## src/rtl/rr_arbiter_16.sv

```systemverilog
// rr_arbiter_16: 16-way round-robin arbiter with registered one-hot grant.
// A grant is held while its owner keeps requesting, optionally capped by a
// hold limit. Arbitration searches upward from a fairness pointer that
// advances past each owner when its grant ends.
module rr_arbiter_16 #(
  parameter int MAX_HOLD = 64,
  parameter int CNT_W    = 16
) (
  input  logic        i_clk,
  input  logic        i_rst,
  input  logic [15:0] i_req,
  input  logic [15:0] i_mask,
  output logic [15:0] o_gnt,
  output logic [3:0]  o_gnt_idx,
  output logic        o_gnt_vld,
  output logic        o_preempt
);

  typedef enum logic {
    IDLE = 1'b0,
    BUSY = 1'b1
  } state_t;

  // A hold limit of zero disables preemption entirely.
  localparam bit               HOLD_EN  = (MAX_HOLD != 0);
  localparam logic [CNT_W-1:0] HOLD_LIM = CNT_W'(MAX_HOLD);
  localparam logic [CNT_W-1:0] CNT_MAX  = '1;

  state_t             r_state;
  logic [3:0]         r_ptr;
  logic [CNT_W-1:0]   r_hold_cnt;
  logic [15:0]        r_gnt;
  logic [3:0]         r_gnt_idx;
  logic               r_gnt_vld;
  logic               r_preempt;

  logic [15:0]        w_elig;
  logic [15:0]        w_rot;
  logic [3:0]         w_enc;
  logic               w_any;
  logic [3:0]         w_win;
  logic [15:0]        w_win_onehot;
  logic               w_owner_req;
  logic               w_hold_hit;
  logic [CNT_W-1:0]   w_cnt_next;

  assign w_elig = i_req & i_mask;
  assign w_any  = |w_elig;

  // Rotate the eligible vector so that the pointer position lands on bit 0.
  always_comb begin
    w_rot = '0;
    for (int i = 0; i < 16; i++) begin
      w_rot[i] = w_elig[4'(i) + r_ptr];
    end
  end

  // Lowest-index-first encoder over the rotated vector; zero when nothing set.
  always_comb begin
    w_enc = '0;
    for (int i = 15; i >= 0; i--) begin
      if (w_rot[i]) begin
        w_enc = 4'(i);
      end
    end
  end

  // Undo the rotation; the 4-bit add wraps 15 -> 0 naturally.
  assign w_win        = w_enc + r_ptr;
  assign w_win_onehot = 16'h0001 << w_win;

  assign w_owner_req = i_req[r_gnt_idx];
  assign w_hold_hit  = HOLD_EN && (r_hold_cnt == HOLD_LIM);
  assign w_cnt_next  = (r_hold_cnt == CNT_MAX) ? r_hold_cnt : r_hold_cnt + CNT_W'(1);

  // Arbitration FSM: every output is a flop updated here.
  always_ff @(posedge i_clk) begin
    if (i_rst) begin
      r_state    <= IDLE;
      r_ptr      <= '0;
      r_hold_cnt <= '0;
      r_gnt      <= '0;
      r_gnt_idx  <= '0;
      r_gnt_vld  <= 1'b0;
      r_preempt  <= 1'b0;
    end else begin
      r_preempt <= 1'b0;
      case (r_state)
        IDLE: begin
          if (w_any) begin
            r_state    <= BUSY;
            r_gnt      <= w_win_onehot;
            r_gnt_idx  <= w_win;
            r_gnt_vld  <= 1'b1;
            r_hold_cnt <= CNT_W'(1);
          end
        end
        BUSY: begin
          if (!w_owner_req || w_hold_hit) begin
            r_state    <= IDLE;
            r_gnt      <= '0;
            r_gnt_idx  <= '0;
            r_gnt_vld  <= 1'b0;
            r_hold_cnt <= '0;
            r_ptr      <= r_gnt_idx + 4'd1;
            r_preempt  <= w_owner_req;
          end else begin
            r_hold_cnt <= w_cnt_next;
          end
        end
        default: begin
          r_state    <= IDLE;
          r_gnt      <= '0;
          r_gnt_idx  <= '0;
          r_gnt_vld  <= 1'b0;
          r_hold_cnt <= '0;
        end
      endcase
    end
  end

  assign o_gnt     = r_gnt;
  assign o_gnt_idx = r_gnt_idx;
  assign o_gnt_vld = r_gnt_vld;
  assign o_preempt = r_preempt;

endmodule

```

## config.mk

```make
export PLATFORM = sky130hd
export DESIGN_NAME = rr_arbiter_16
export DESIGN_NICKNAME = d
export VERILOG_FILES = /design/src/rtl/rr_arbiter_16.sv
export SDC_FILE = /design/constraint.sdc
export NUM_CORES = 1
export LEC_CHECK = 0
export CAP_MARGIN = 0
export CORE_UTILIZATION = 45
export DETAILED_ROUTE_END_ITERATION = 10
export DONT_BUFFER_PORTS = 1
export PLACE_DENSITY = 0.62
export SYNTH_ARGS = -nofsm -noshare
export SYNTH_HDL_FRONTEND = slang
export SYNTH_SLANG_ARGS = --single-unit
```

## constraint.sdc

```tcl
create_clock -name i_clk -period 6.4 [get_ports i_clk]
set_clock_uncertainty 0.2 [all_clocks]
set_input_delay 0.64 -clock i_clk [delete_from_list [all_inputs] [get_ports i_clk]]
set_output_delay 0.64 -clock i_clk [all_outputs]
set_load 0.05 [all_outputs]
```

==> results.json <==
{
  "start_kind": "register",
  "io_buffers": 0,
  "setup_tns_ns": 0,
  "ir_worst_vdd_mv": 0.2971,
  "die_h_um": 90.83,
  "hold_depth": 1,
  "synth_warnings": 0,
  "io_pins": 56,
  "slew_viol_final": 0,
  "clk_pin_slew_ns": 0.08,
  "fp.dieW_um": 90.83,
  "cts_max_level": 2,
  "root_buffer": "clkbuf_8",
  "syn_avg_cell_area_um2": 9.012,
  "insertion_delay_ns": 0.29,
  "antenna_left": 0,
  "synth_cell_types": 61,
  "ys_ff_latch": 43,
  "rsz0062_at_grt": "false",
  "cp_max_fo": 16,
  "reg2reg_from": "r_ptr[2]",
  "slew_headroom_pct": 38.60,
  "clkPwrFrac_pct": 10.2,
  "synthTopCellsByCount": "51 x nand2_1, 43 x dfxtp_1, 25 x nor2_1, 22 x mux4_2, 22 x nand3_1",
  "timing.final.crit_share_pct": 82.44,
  "post_cts_resized": 0,
  "dp_hpwl_mm": 6.670,
  "cts.sinks": 43,
  "overflow": 0,
  "min_path_type": "input port to register",
  "grtUsageTotal_pct": 21.80,
  "dr_total_vias": 3019,
  "timing.hold.ws_ns": 0.2059,
  "grt_first_pass_wirelength_mm": 14.74,
  "synth_flop_cell": "dfxtp_1",
  "drive_above_1_share_pct": 12.83,
  "reg2reg_depth": 15,
  "drtIter0Drc": 175,
  "end_kind": "register",
  "yosys.area.top_type": "dfxtp_1",
  "synth_top_area_share_pct": 24.24,
  "intPower_uw": 887.8,
  "start_util_pct": 46.19,
  "area_delta_synth_final_pct": 3.171,
  "synthTopCellsByArea": "dfxtp_1 24%, mux4_2 14%, nand2_1 5.4%, ha_1 4.6%, mux2i_1 4.2%",
  "grt_max_degree": 43,
  "antenna_cells": 0,
  "row_count": 32,
  "final.setup.worst_slack_ns": 1.124,
  "dp_slack_ns": 1.130,
  "antenna_found_initial": 0,
  "gp_congestion": 0.8799,
  "synthCells": 394,
  "setup_viol": 0,
  "status": "finished clean",
  "post_cts_buffers": 0,
  "drc": 0,
  "p_sw_uw": 954.7,
  "grt_pass1_vias": 2953,
  "routed_via_density": 6.238,
  "cap_violations": 0,
  "leakagePower_uw": 0.001288,
  "nNetsFinal": 429,
  "swShare_pct": 51.82,
  "min_to": "o_gnt_idx[0]",
  "crit_arrival_ns": 5.27,
  "synth.yosys.seq_area_share_pct": 24.24,
  "syn-num-nets": 442,
  "synth_edf_count": 0,
  "cp_data_required_time_ns": 6.39,
  "coreArea_mm2": 0.007687,
  "r2r_slack_ns": 1.12,
  "syn_area_mm2": 0.003551,
  "r2r_end": "o_gnt[14]",
  "wire_per_inst_um": 17.80,
  "power_frac_seq_pct": 28.2,
  "power_density_mw_per_mm2": 502.9,
  "p_comb_share_pct": 61.6,
  "hold_viol_final": 0,
  "cts_buffers": 5,
  "timing.fmax_mhz": 189.5,
  "hold_buffers": 0,
  "clockBufferDepth": 2,
  "min_period_ns": 5.276,
  "holdCritStartpoint": "i_rst",
  "ys_async_sr_fraction_pct": 0,
  "dieArea_mm2": 0.008250,
  "cts_tree": "done",
  "post-synth-top-count-cell": "nand2_1",
  "wl_mm": 8.617,
  "firstDrtPassIters": 5,
  "critical_path_class": "register to register",
  "tightest_slew_ns": 0.9198
}
[critical path, cell delays in order (launching register included)]
cell	delay, ns
dfxtp_1	0.65
clkinv_1	0.43
ha_1	0.68
mux4_2	0.38
o22ai_1	0.29
a211o_1	0.15
nand3_1	0.07
a31o_2	0.26
a311oi_1	0.34
o21a_1	0.16
ha_1	0.21
a21o_1	0.17
a21oi_1	0.16
xor2_1	0.43
xnor2_4	0.23
o41ai_1	0.36
[cell usage in the layout (no fill, tap or decap), types with 3 or more instances in the layout]
cell type  instances
a211oi_1           3
a21oi_1           12
a32o_1             8
and2_1             6
and3_1             4
clkbuf_8           7
dfxtp_1           43
ha_1              13
inv_1              9
mux2i_1           15
mux4_2            22
nand2_1           51
nand2b_1           3
nand3_1           22
nand4_1           11
nor2_1            25
nor3_1             7
nor4_1             3
nor4b_1            3
o2111ai_1          8
o21ai_0            8
o21ai_1           15
o22ai_1            4
o31ai_1            4
o41ai_1            5
or3_1              5
xnor2_1           10
xor2_1            15
[logic make-up (layout without fill, tap and decap cells)]
family                     count (synthesis)  count (layout)  share of synthesized area, %
xor gates and xnor gates                  27              27                         7.400
and+or+nand+nor                          152             152                         21.32
muxes                                     41              41                         19.84
DFF                                       43              43                         24.24
adders and majority gates                 14              14                         5.145
buffers and inverters                     34              22                         5.038
AOI/OAI and AO/OA                         83              83                         17.02
[flip-flops by register name, summed over array words and instances (netlist names)]
| name | flops |
|---|---|
| o_gnt | 16 |
| r_hold_cnt | 16 |
| o_gnt_idx | 4 |
| r_ptr | 4 |
| o_gnt_vld | 1 |
| o_preempt | 1 |
| r_state | 1 |
[final cells by class]
type	instances	area, µm²
tap	102	127.6
clock inverter	1	7.507
inverter	12	45.04
fill	758	4024
timing repair buffer	2	15.01
sequential	43	860.8
clock buffer	7	96.34
multi-input combinational	317	2511
[metrics by stage]
stage / total power, µW / utilization [%] / cells / cell area (µm²)
final: 1842 / 47.66 / 484 / 3664
after global routing: 1990 / 47.66 / 484 / 3664
after CTS: 1845 / 47.66 / 484 / 3664
after detailed placement: 1654 / 46.31 / 476 / 3560
after global placement: 1642 / 46.31 / 476 / 3560
after floorplan: 1463 / - / 394 / 3551
[power by group through the flow]
| stage | registers, µW | clock network [µW] | logic, µW |
|---|---|---|---|
| after detailed placement | 526 | 0 | 1130 |
| final | 519 | 188 | 1140 |
| after CTS | 520 | 193 | 1130 |
| after global routing | 527 | 203 | 1260 |
| after floorplan | 489 | 0 | 975 |
| after global placement | 524 | 0 | 1120 |
[routing by layer]
layer / global-route usage, % / up-vias / wire length [µm]
met3: 4.293 / 6 / 547
met1: 31.02 / 1454 / 4027
met5: 0 / - / 0
met4: 2.646 / 0 / 65
met2: 35.16 / 95 / 3977
li1: - / 1464 / -
[worst max-delay path by stage]
stage / to / cells after the start / start / slack [ns]
floorplan: o_gnt[2] / 18 / r_ptr[2] / 1.89
global placement: o_gnt[8] / 15 / r_ptr[2] / 1.31
detailed placement: o_gnt[14] / 15 / r_ptr[2] / 1.13
CTS: o_gnt[14] / 15 / r_ptr[2] / 1.13
global route: o_gnt[14] / 15 / r_ptr[2] / 0.67
finish: o_gnt[14] / 15 / r_ptr[2] / 1.12
(Power assumes the default switching activity.)
==> edit, RTL diff (same flow settings) <==
Set the parameter `MAX_HOLD` to 48 (it was 64).
--- a/src/rtl/rr_arbiter_16.sv
+++ b/src/rtl/rr_arbiter_16.sv
@@ -4,5 +4,5 @@
 // advances past each owner when its grant ends.
 module rr_arbiter_16 #(
-  parameter int MAX_HOLD = 64,
+  parameter int MAX_HOLD = 48,
   parameter int CNT_W    = 16
 ) (
Formal check against the unedited RTL: no difference found for any inputs over 4 cycles, from zero or initial values and one cycle with i_rst high; that may be too few to reach the edited logic, so the function may still have changed.
==> edit against the unedited design <==
- synthesized cell count is 1.3% lower
- global-route usage rose by 0.29 points
- power is 0.18% lower
- cell area increased by 2.4%
- worst setup slack improved by 240 ps
- area after synthesis grew 2.5%
- wire length rose by 0.88%
- sequential cell count stayed put
- non-clock buffer count rose by 2
- highest routed layer unchanged
==> edit: results (changes against the unedited design) <==
----------------------------------------------------
[Placement]
  Number of cells after detailed placement ... 475 (-0.21%)
  GPL Wtd Cong ... 0.913 (+3.7%)
  Placement Setup Slack ... 1410 ps (+284 ps)
  Detailed placer's ending HPWL ... 6830 um (+2.4%)

[STA]
  Post-route worst hold slack ... 204 ps (-1.89 ps)
  Final cycle utilization of the critical path ... 78.7% (-3.7 points)

[Global routing]
  Met3 layer usage reported by global route ... 6.05% (+1.8 points)
  GR Util met2 ... 35.0% (-0.15 points)
  Fraction of met1 tracks used by global routing ... 30.2% (-0.80 points)
  Wire length of the first global-routing pass ... 15,000 um (+2.0%)
  Via count of the first global-routing pass ... 2,910 (-1.5%)

[Synth]
  Post-synthesis adder-cell area fraction ... 5.02% (-0.13 points)
  Most frequent cells after synthesis ... 48 x nand2_1, 43 x dfxtp_1, 26 x nor2_1
  Avg Synthesized Cell Area ... 9.36 um2 (+3.8%)
  Syn_nets ... 437 (-1.1%)
  Xor/xnor cell area share of the yosys netlist ... 6.91% (-0.49 points)
  Area fraction in compound gates after synthesis ... 17.5% (+0.44 points)
  Number of distinct library cells after synthesis ... 66 (+8.2%)
  Post-synthesis sequential area ratio ... 23.7% (-0.59 points)
  Mux contribution to synthesized area ... 19.8% (-0.037 points)

[Power and ir drop]
  Max VDD drop ... 0.000289 V (-2.6%)
  LEAKAGE ... 1.32 nW (+2.6%)
  Share of power burned in registers ... 27.7% (-0.5 points)
  Clk power ... 0.000172 W (-9%)
  Internal power of the cells ... 0.000884 W (-0.45%)

[Clocking]
  Number of buffers created by CTS ... 5 (unchanged)

[Setup path]
  Critical path's largest stage delay ... 650 ps (-30 ps)
  Arrival time at the worst endpoint ... 5020 ps (-250 ps)
  Worst Reg2Reg Path Length in Cells ... 16 (+1)
  CP max FO ... 16 (unchanged)
  Largest delay contributor family on the critical path ... compound AO/OA/AOI/OAI gates

[Route]
  Detail-routed net length per standard cell ... 18.0 um (+1.3%)
  Average vias per placed instance ... 6.25 (+0.22%)
  Total number of vias ... 3,013 (-0.20%)
  Pre-antenna DRT Iters ... 4 (-1)
  DRT iter0 DRCs ... 138 (-21%)

[Run status]
  Status ... finished clean

[Hold path]
  Endpoint, Worst Hold ... r_ptr[0]$_SDFFE_PP0P_

[Layout]
  Share of cells above drive strength 1 ... 18.4% (+5.6 points)
  # nets final ... 428 (-0.23%)

----------------------------------------------------
## edit: cell count changes after synthesis, sizes merged, moves of 2 or more
cell	unedited run	this run
nand2	51	48
clkbuf	11	8
o21ai	23	21
nor4b	3	1
nor3	9	6
nand3	23	26
## edit: metrics by stage
| stage | area (um2) | total power [W] |
|---|---|---|
| floorplan | 3640 | 0.00148 |
| global placement | 3660 | 0.00165 |
| detailed placement | 3660 | 0.00166 |
| CTS | 3750 | 0.00184 |
| global route | 3750 | 0.00199 |
| finish | 3750 | 0.00184 |
## edit: cell type report
| type | instances | area (um2) |
|---|---|---|
| inverters | 11 | 41.3 |
| repair buffers | 4 | 30.0 |
| clock buffers | 6 | 82.6 |
| flip-flops and latches | 43 | 862 |
| fillers | 748 | 4020 |
| clock inverters | 1 | 5.00 |
| multi-input cells | 315 | 2600 |
| well taps | 102 | 128 |
## edit: routing by layer
metal  vias to the layer above  wire length (um)
met5                         -                 0
met2                        92              4000
met4                         0                70
li1                       1466                 -
met1                      1448              3980
met3                         7               640
